[src/rtl/stopwatch_uart_reporter.sv]
// rtl/stopwatch_uart_reporter.sv - snapshots BCD stopwatch digits and sends "M:SS.T\r\n" as 8N1 UART frames
// Optional macro AUTO_REPORT_EN: also start a report whenever d0 changes, queuing at most one.
module stopwatch_uart_reporter #(
    parameter int BAUD_DVSR = 868,
    parameter int CHAR_CNT  = 8
) (
    input  logic       clk,
    input  logic       rst_n,
    input  logic       send,
    input  logic [3:0] d3,
    input  logic [3:0] d2,
    input  logic [3:0] d1,
    input  logic [3:0] d0,
    output logic       tx,
    output logic       busy,
    output logic       done_tick
);

    typedef enum logic [1:0] {IDLE, START, DATA, STOP} state_t;

    localparam logic [15:0] BAUD_LAST = 16'(BAUD_DVSR - 1);
    localparam logic [2:0]  LAST_CHAR = 3'(CHAR_CNT - 1);

    state_t      state_q, state_d;
    logic [15:0] baud_q, baud_d;
    logic [2:0]  bit_q, bit_d;
    logic [2:0]  char_q, char_d;
    logic [15:0] snap_q, snap_d;
    logic        tx_q, tx_d;
    logic        busy_q, busy_d;
    logic        done_q, done_d;
    logic        req;
    logic        bit_end;
    logic [2:0]  next_bit;
    logic [7:0]  cur_char;

    function automatic logic [7:0] to_ascii(input logic [3:0] x);
        if (x <= 4'd9) begin
            return 8'h30 + {4'h0, x};
        end
        return 8'h3F;
    endfunction

`ifdef AUTO_REPORT_EN
    logic       pending_q, pending_d;
    logic [3:0] d0_last_q;

    assign req = send | pending_q | (d0 != d0_last_q);

    always_comb begin
        pending_d = pending_q | req;
        if (state_q == IDLE && req) begin
            pending_d = 1'b0;
        end
    end

    always_ff @(posedge clk or negedge rst_n) begin
        if (!rst_n) begin
            pending_q <= 1'b0;
            d0_last_q <= 4'd0;
        end else begin
            pending_q <= pending_d;
            d0_last_q <= d0;
        end
    end
`else
    assign req = send;
`endif

    always_comb begin
        cur_char = 8'h0A;
        case (char_q)
            3'd0:    cur_char = to_ascii(snap_q[15:12]);
            3'd1:    cur_char = 8'h3A;
            3'd2:    cur_char = to_ascii(snap_q[11:8]);
            3'd3:    cur_char = to_ascii(snap_q[7:4]);
            3'd4:    cur_char = 8'h2E;
            3'd5:    cur_char = to_ascii(snap_q[3:0]);
            3'd6:    cur_char = 8'h0D;
            default: cur_char = 8'h0A;
        endcase
    end

    assign bit_end  = (baud_q == BAUD_LAST);
    assign next_bit = bit_q + 3'd1;

    always_comb begin
        state_d = state_q;
        baud_d  = bit_end ? 16'd0 : baud_q + 16'd1;
        bit_d   = bit_q;
        char_d  = char_q;
        snap_d  = snap_q;
        tx_d    = tx_q;
        busy_d  = busy_q;
        done_d  = 1'b0;
        case (state_q)
            IDLE: begin
                baud_d = 16'd0;
                tx_d   = 1'b1;
                busy_d = 1'b0;
                if (req) begin
                    snap_d  = {d3, d2, d1, d0};
                    char_d  = 3'd0;
                    state_d = START;
                    tx_d    = 1'b0;
                    busy_d  = 1'b1;
                end
            end
            START: begin
                if (bit_end) begin
                    state_d = DATA;
                    bit_d   = 3'd0;
                    tx_d    = cur_char[0];
                end
            end
            DATA: begin
                if (bit_end) begin
                    if (bit_q == 3'd7) begin
                        state_d = STOP;
                        tx_d    = 1'b1;
                    end else begin
                        bit_d = next_bit;
                        tx_d  = cur_char[next_bit];
                    end
                end
            end
            default: begin
                // Frames run back to back; only the last stop bit returns to IDLE.
                if (bit_end) begin
                    if (char_q == LAST_CHAR) begin
                        state_d = IDLE;
                        busy_d  = 1'b0;
                        done_d  = 1'b1;
                        tx_d    = 1'b1;
                    end else begin
                        char_d  = char_q + 3'd1;
                        state_d = START;
                        tx_d    = 1'b0;
                    end
                end
            end
        endcase
    end

    always_ff @(posedge clk or negedge rst_n) begin
        if (!rst_n) begin
            state_q <= IDLE;
            baud_q  <= 16'd0;
            bit_q   <= 3'd0;
            char_q  <= 3'd0;
            snap_q  <= 16'd0;
            tx_q    <= 1'b1;
            busy_q  <= 1'b0;
            done_q  <= 1'b0;
        end else begin
            state_q <= state_d;
            baud_q  <= baud_d;
            bit_q   <= bit_d;
            char_q  <= char_d;
            snap_q  <= snap_d;
            tx_q    <= tx_d;
            busy_q  <= busy_d;
            done_q  <= done_d;
        end
    end

    assign tx        = tx_q;
    assign busy      = busy_q;
    assign done_tick = done_q;

endmodule

[config.mk]
export PLATFORM = sky130hd
export DESIGN_NAME = stopwatch_uart_reporter
export DESIGN_NICKNAME = d
export VERILOG_FILES = /design/src/rtl/stopwatch_uart_reporter.sv
export SDC_FILE = /design/constraint.sdc
export NUM_CORES = 1
export LEC_CHECK = 0
export ABC_AREA = 1
export CAP_MARGIN = 25
export CORE_MARGIN = 1
export CORE_UTILIZATION = 44
export DETAILED_ROUTE_END_ITERATION = 8
export MAX_ROUTING_LAYER = met4
export PLACE_DENSITY_LB_ADDON = 0.05
export SYNTH_ARGS = -nofsm -noshare
export SYNTH_HDL_FRONTEND = slang
export SYNTH_SLANG_ARGS = --single-unit
[constraint.sdc]
create_clock -name clk -period 2.06 [get_ports clk]
set_clock_uncertainty 0.2 [all_clocks]
set_input_delay 0.309 -clock clk [delete_from_list [all_inputs] [get_ports clk]]
set_output_delay 0.309 -clock clk [all_outputs]
set_load 0.05 [all_outputs]
# Yosys cells after proc, flatten, opt, wreduce, memory -nomap -nowiden
# Index checks and enable logic that the tools add are counted.
word_totals:
  register_bits: 43
  in_bits: 19
  output_inout_bits: 3
  word_cells: 100
classes:
  n_addsub: 7
  n_lt_le_gt_ge: 5
  eq_ne: 17
  mux: 49
  n_bitwise: 1
  reduce_logical: 13
ops:
  columns: ["op", "n"]
  rows:
  - ["2-to-1 mux 8 bit", 8]
  - ["one-hot mux 8 bit (7 select lines)", 1]
  - ["2-to-1 mux 16 bit", 2]
  - ["adder 6 x 4 -> 7 bit, first input constant", 4]
  - ["2-to-1 mux 1 bit", 21]
  - ["2-to-1 mux 3 bit", 6]
  - ["adder 16 x 1 -> 16 bit, second input constant", 1]
  - ["== test 16 x 10 -> 1 bit, second input constant", 1]
  - ["<= comparator 4 bit, second input constant", 4]
  - ["== test 3 bit, second input constant", 5]
  - ["one-hot mux 3 bit (2 select lines)", 2]
  - ["2-to-1 mux 2 bit", 5]
  - ["!= test 2 bit, second input constant", 5]
  - ["AND reduction 4 bit", 2]
  - ["adder 3 x 1 -> 3 bit, second input constant", 2]
  - ["== test 3 x 2 -> 1 bit, second input constant", 2]
  - ["one-hot mux 2 bit (3 select lines)", 1]
  - ["AND reduction 3 bit", 2]
  - ["nonzero test 2 bit", 3]
  - ["AND reduction 5 bit", 1]
  - ["less-than comparator 3 x 4 -> 1 bit, second input constant", 1]
  - ["binary-select mux 1 bit (select 3 bit)", 1]
  - ["== test 3 x 1 -> 1 bit, second input constant", 1]
  - ["zero test 3 bit", 1]
  - ["10 further kinds", 10]

# Depth between registers and ports, before layout
depth:
  depth_word: 10
  mapped_depth: 16

# Worst setup path after synthesis
# Ideal clock, no wire load.
synth_path:
  path_kind: "reg-to-reg"
  from: "register char_q[0]"
  to: "register tx_q, in the netlist tx"
  setup_ps: 73
  arrival_ps: 1591
  required_ps: 1787
  setup_slack_ps: 196
  stages_incl_launch_ff: 16
  synth_period_minus_slack_ps: 1864
  path_cell_list: "dfrtp_1 -> ha_1 -> ha_1 -> nor2_1 -> nand2_1 -> nor2_1 -> nand3_1 -> nand2_1 -> nand3_1 -> nand2_1 -> inv_1 -> nand2_1 -> nand2_1 -> nand2_1 -> nand2_1 -> a21oi_1"
synth_between:
  elab_chain_len: 7
  elab_cells_between_ends: 17
  classes_between: "eq/ne: 7; mux: 9; reduce/logical: 1"
synth_lines:
  columns: ["item", "line_no", "source"]
  rows:
  - ["start, declared", "27", "logic [2:0] char_q, char_d;"]
  - ["start signal, assigned", "159", "char_q <= char_d;"]
  - ["== test 3 bit, or another cell as far along", "72", "case (char_q)"]
  - ["one-hot mux 8 bit (7 select lines)", "72", null]
  - ["binary-select mux 1 bit (select 3 bit)", "123", "tx_d = cur_char[next_bit];"]
  - ["2-to-1 mux 1 bit (implied by the code)", "123", null]
  - ["2-to-1 mux 1 bit", "118", "if (bit_q == 3'd7) begin"]
  - ["2-to-1 mux 1 bit", "117", "if (bit_end) begin"]
  - ["one-hot mux 1 bit (3 select lines) *", "96", "case (state_q)"]
  - ["end signal, assigned", "161", "tx_q <= tx_d;"]
  - ["end, declared", "29", "logic tx_q, tx_d;"]
# Mark *: on every way between the ends. The rest lies on a longest branch, timed or not. The select of a mux whose other input is x is not followed.
# A chain may end at the register's enable or synchronous reset.

# Final worst setup path
# Same ends and word-level chain as after synthesis.

==> impl_metrics.py <==
metrics = {
    "critical_path": {
        "worst_ep_required_time_ns": 2.09,
        "r2r_slack_ns": 0.06,
        "cp.arrival_ns": 2.03,
        "end_kind": "flop",
        "crit_fanout": 4,
        "ff2ff_path_depth": 15,
        "rr_endpoint": "tx",
        "reg2reg_from": "char_q[0]",
        "start_kind": "flop",
        "criticalPathCategory": "flop to flop",
    },
    "routing": {
        "drc": 0,
        "final_antenna_net_count": 0,
        "drt_iter0_markers": 69,
        "vias": 2146,
        "wl_um": 5310,
        "routedWlPerCell_um": 12.2,
        "viasPerCell": 4.92,
        "dr.pass1.iters": 4,
    },
    "finish": {
        "n_fill_cell": 481,
        "antenna_cells": 0,
        "drive_above_1_share_pct": 20.5,
        "multiInputGateArea_mm2": 0.00133,
        "most-common-layout-cells": "nand2_1 (95), dfrtp_1 (39), inv_1 (34)",
        "areaGrowthSynthToFinish_pct": 27.5,
        "final-seq-area_mm2": 0.00108,
        "nets": 397,
        "final_common_cell": "nand2_1",
        "stdcell_count": 436,
    },
    "global_route": {
        "grt_pass1_wl_um": 9250,
        "grt_pass1_vias": 2128,
        "antenna_found_initial": 0,
        "grt_start_max_net_pins": 44,
        "grt_usage_pct": 20.5,
        "gr-total-overflow": 0,
    },
    "synth": {
        "synth_area_mm2": 0.00244,
        "synth_fp_nets": 353,
        "postSynthCellCount": 321,
        "yosys_register_bits": 43,
        "ys_warn_count": 0,
        "yosysUniqueCellTypes": 35,
        "synth.avg_cell_area_um2": 7.60,
        "seq_area_frac_synth_pct": 44.2,
    },
    "floorplan": {
        "start_util_pct": 46.6,
        "die_width_um": 76.5,
        "core-area_mm2": 0.00524,
        "dieArea_mm2": 0.00585,
        "rows": 26,
        "die_h_um": 76.5,
        "io_pins": 22,
    },
    "cts": {
        "numCtsBuffers": 5,
        "clockRootBuffer": "clkbuf_8",
        "cts_tree": "built",
        "cts_sinks": 43,
        "cts.path.max_buffers": 2,
        "clkSlewWorstSetupHoldPaths_ns": 0.08,
        "htree_levels": 2,
        "worstSkewPairLatency_ns": 0.30,
    },
    "worst_hold_path": {
        "min_to": "snap_q[8]",
        "min_from": "snap_q[8]",
        "worst_hold_path_type": "flop to flop",
        "hold_depth": 2,
    },
    "sta": {
        "worst_slew_pin_slew_ns": 0.545,
        "fmax_ghz": 0.500,
        "setup_slack_ns": 0.0604,
        "drv_slew": 0,
        "fin_crit_ns": 2.00,
        "finalCritPeriodShare_pct": 97.1,
        "slew_headroom_pct": 63.7,
        "setup_tns_ns": 0,
        "setup_viol": 0,
        "rsz0062_at_grt": "true",
        "finalHoldViolCount": 0,
    },
    "power": {
        "leakagePower_nw": 1.50,
        "ir_drop_uv": 754,
        "p_per_area_mw_per_mm2": 1260,
    },
    "placed_design": {
        "port_buffers": 21,
        "routabilityCongestion": 0.856,
        "placed_cells": 423,
        "dp_worst_setup_slack_ns": -0.00923,
        "dp_hpwl_um": 3840,
    },
    "outcome": {
        "status": "finished clean",
    },
    "job": {
        "maxCapViolCount": 0,
    },
}
-- cell families after synthesis --
logic type      share of synthesized area [%]
simple gates                             31.3
xor+xnor                                0.718
flops                                    44.2
fa+ha+maj                                6.67
buf+inv                                  6.97
compound gates                           10.2
-- flip-flops by register name (all words and copies together) (netlist names) --
| register | cells |
|---|---|
| baud_q | 16 |
| bit_q | 3 |
| busy | 1 |
| char_q | 3 |
| done_tick | 1 |
| snap_q | 16 |
| state_q | 2 |
| tx | 1 |
-- cell usage after synthesis, drive strengths merged --
| master | count | area, um^2 |
|---|---|---|
| a21oi | 17 | 85.1 |
| a31oi | 1 | 6.26 |
| and2 | 1 | 6.26 |
| buf | 1 | 5.00 |
| clkbuf | 2 | 7.51 |
| dfrtp | 42 | 1050 |
| dfstp | 1 | 26.3 |
| ha | 13 | 163 |
| inv | 42 | 158 |
| nand2 | 102 | 395 |
| nand3 | 13 | 70.1 |
| nand4 | 4 | 25.0 |
| nor2 | 40 | 163 |
| nor3 | 8 | 56.3 |
| nor4 | 3 | 40.0 |
| nor4b | 1 | 8.76 |
| o211ai | 1 | 7.51 |
| o21ai | 22 | 110 |
| o221ai | 1 | 8.76 |
| o22a | 1 | 8.76 |
| o22ai | 1 | 6.26 |
| o31ai | 2 | 15.0 |
| xnor2 | 1 | 8.76 |
| xor2 | 1 | 8.76 |
-- how the worst max path moves through the flow --
stage | start | endpoint | slack (ns)
after detailed placement | baud_q[1] | baud_q[14] | -0.009
after global routing | baud_q[0] | baud_q[15] | -0.06
after global placement | char_q[0] | tx | 0.02
after CTS | char_q[0] | tx | 0.008
after floorplan | char_q[0] | tx | 0.20
final | char_q[0] | tx | 0.06
-- worst max-delay path, cell delays in order (launching register included) --
cell and delay, ns:
dfrtp_2 0.46, ha_4 0.18, ha_4 0.17, nor2_2 0.07
nand2_1 0.07, nor2_2 0.13, nand3_1 0.08, nand2_1 0.08
nand3_2 0.06, nand2_1 0.05, inv_1 0.03, nand2_1 0.05
nand2_1 0.04, nand2_1 0.09, nand2_2 0.06, a21oi_2 0.12
-- timing repair --
action,in CTS,in global routing
hold endpoints to repair,42,0
hold buffers,1,0
pin swaps,0,7
endpoints found under the setup margin,3,9
resized for setup,2,35
buffers inserted,0,4
-- per-stage QoR --
stage                     power, mW  utilization, %  area [um^2]  hold slack (ns)
after floorplan                2.43               -         2440           -0.187
after global routing           4.28            59.4         3110            0.320
final                          3.91            59.4         3110            0.287
after CTS                      3.67            56.3         2950            0.295
after detailed placement       2.97            53.8         2820            0.226
after global placement         2.95            53.8         2820            0.221
-- layout make-up --
cell class                 count  share of cell area (%)
multi-input combinational    233                    42.7
inverter                      42                    5.07
timing repair buffer          40                    11.1
clock buffer                   5                    2.21
sequential                    43                    34.7
clock inverter                 3                    1.41
tap                           70                    2.81
-- power breakdown --
group	leakage, nW	switching [mW]	internal [mW]
sequential	0.554	0.202	1.10
combinational	0.891	1.13	0.818
clock	0.0581	0.304	0.361
total	1.50	1.63	2.28
-- metal layers --
metal | up-vias | track usage (%) | routed length [um] | share of wire [%]
li1 | 1106 | - | - | -
met1 | 1015 | 22.6 | 2370 | 45
met2 | 21 | 36.9 | 2800 | 53
met3 | 4 | 3.95 | 102 | 1.9
met4 | 0 | 6.35 | 39 | 0.73
met5 | - | - | 0 | 0
Note: power is estimated with default switching activity, not from simulation.
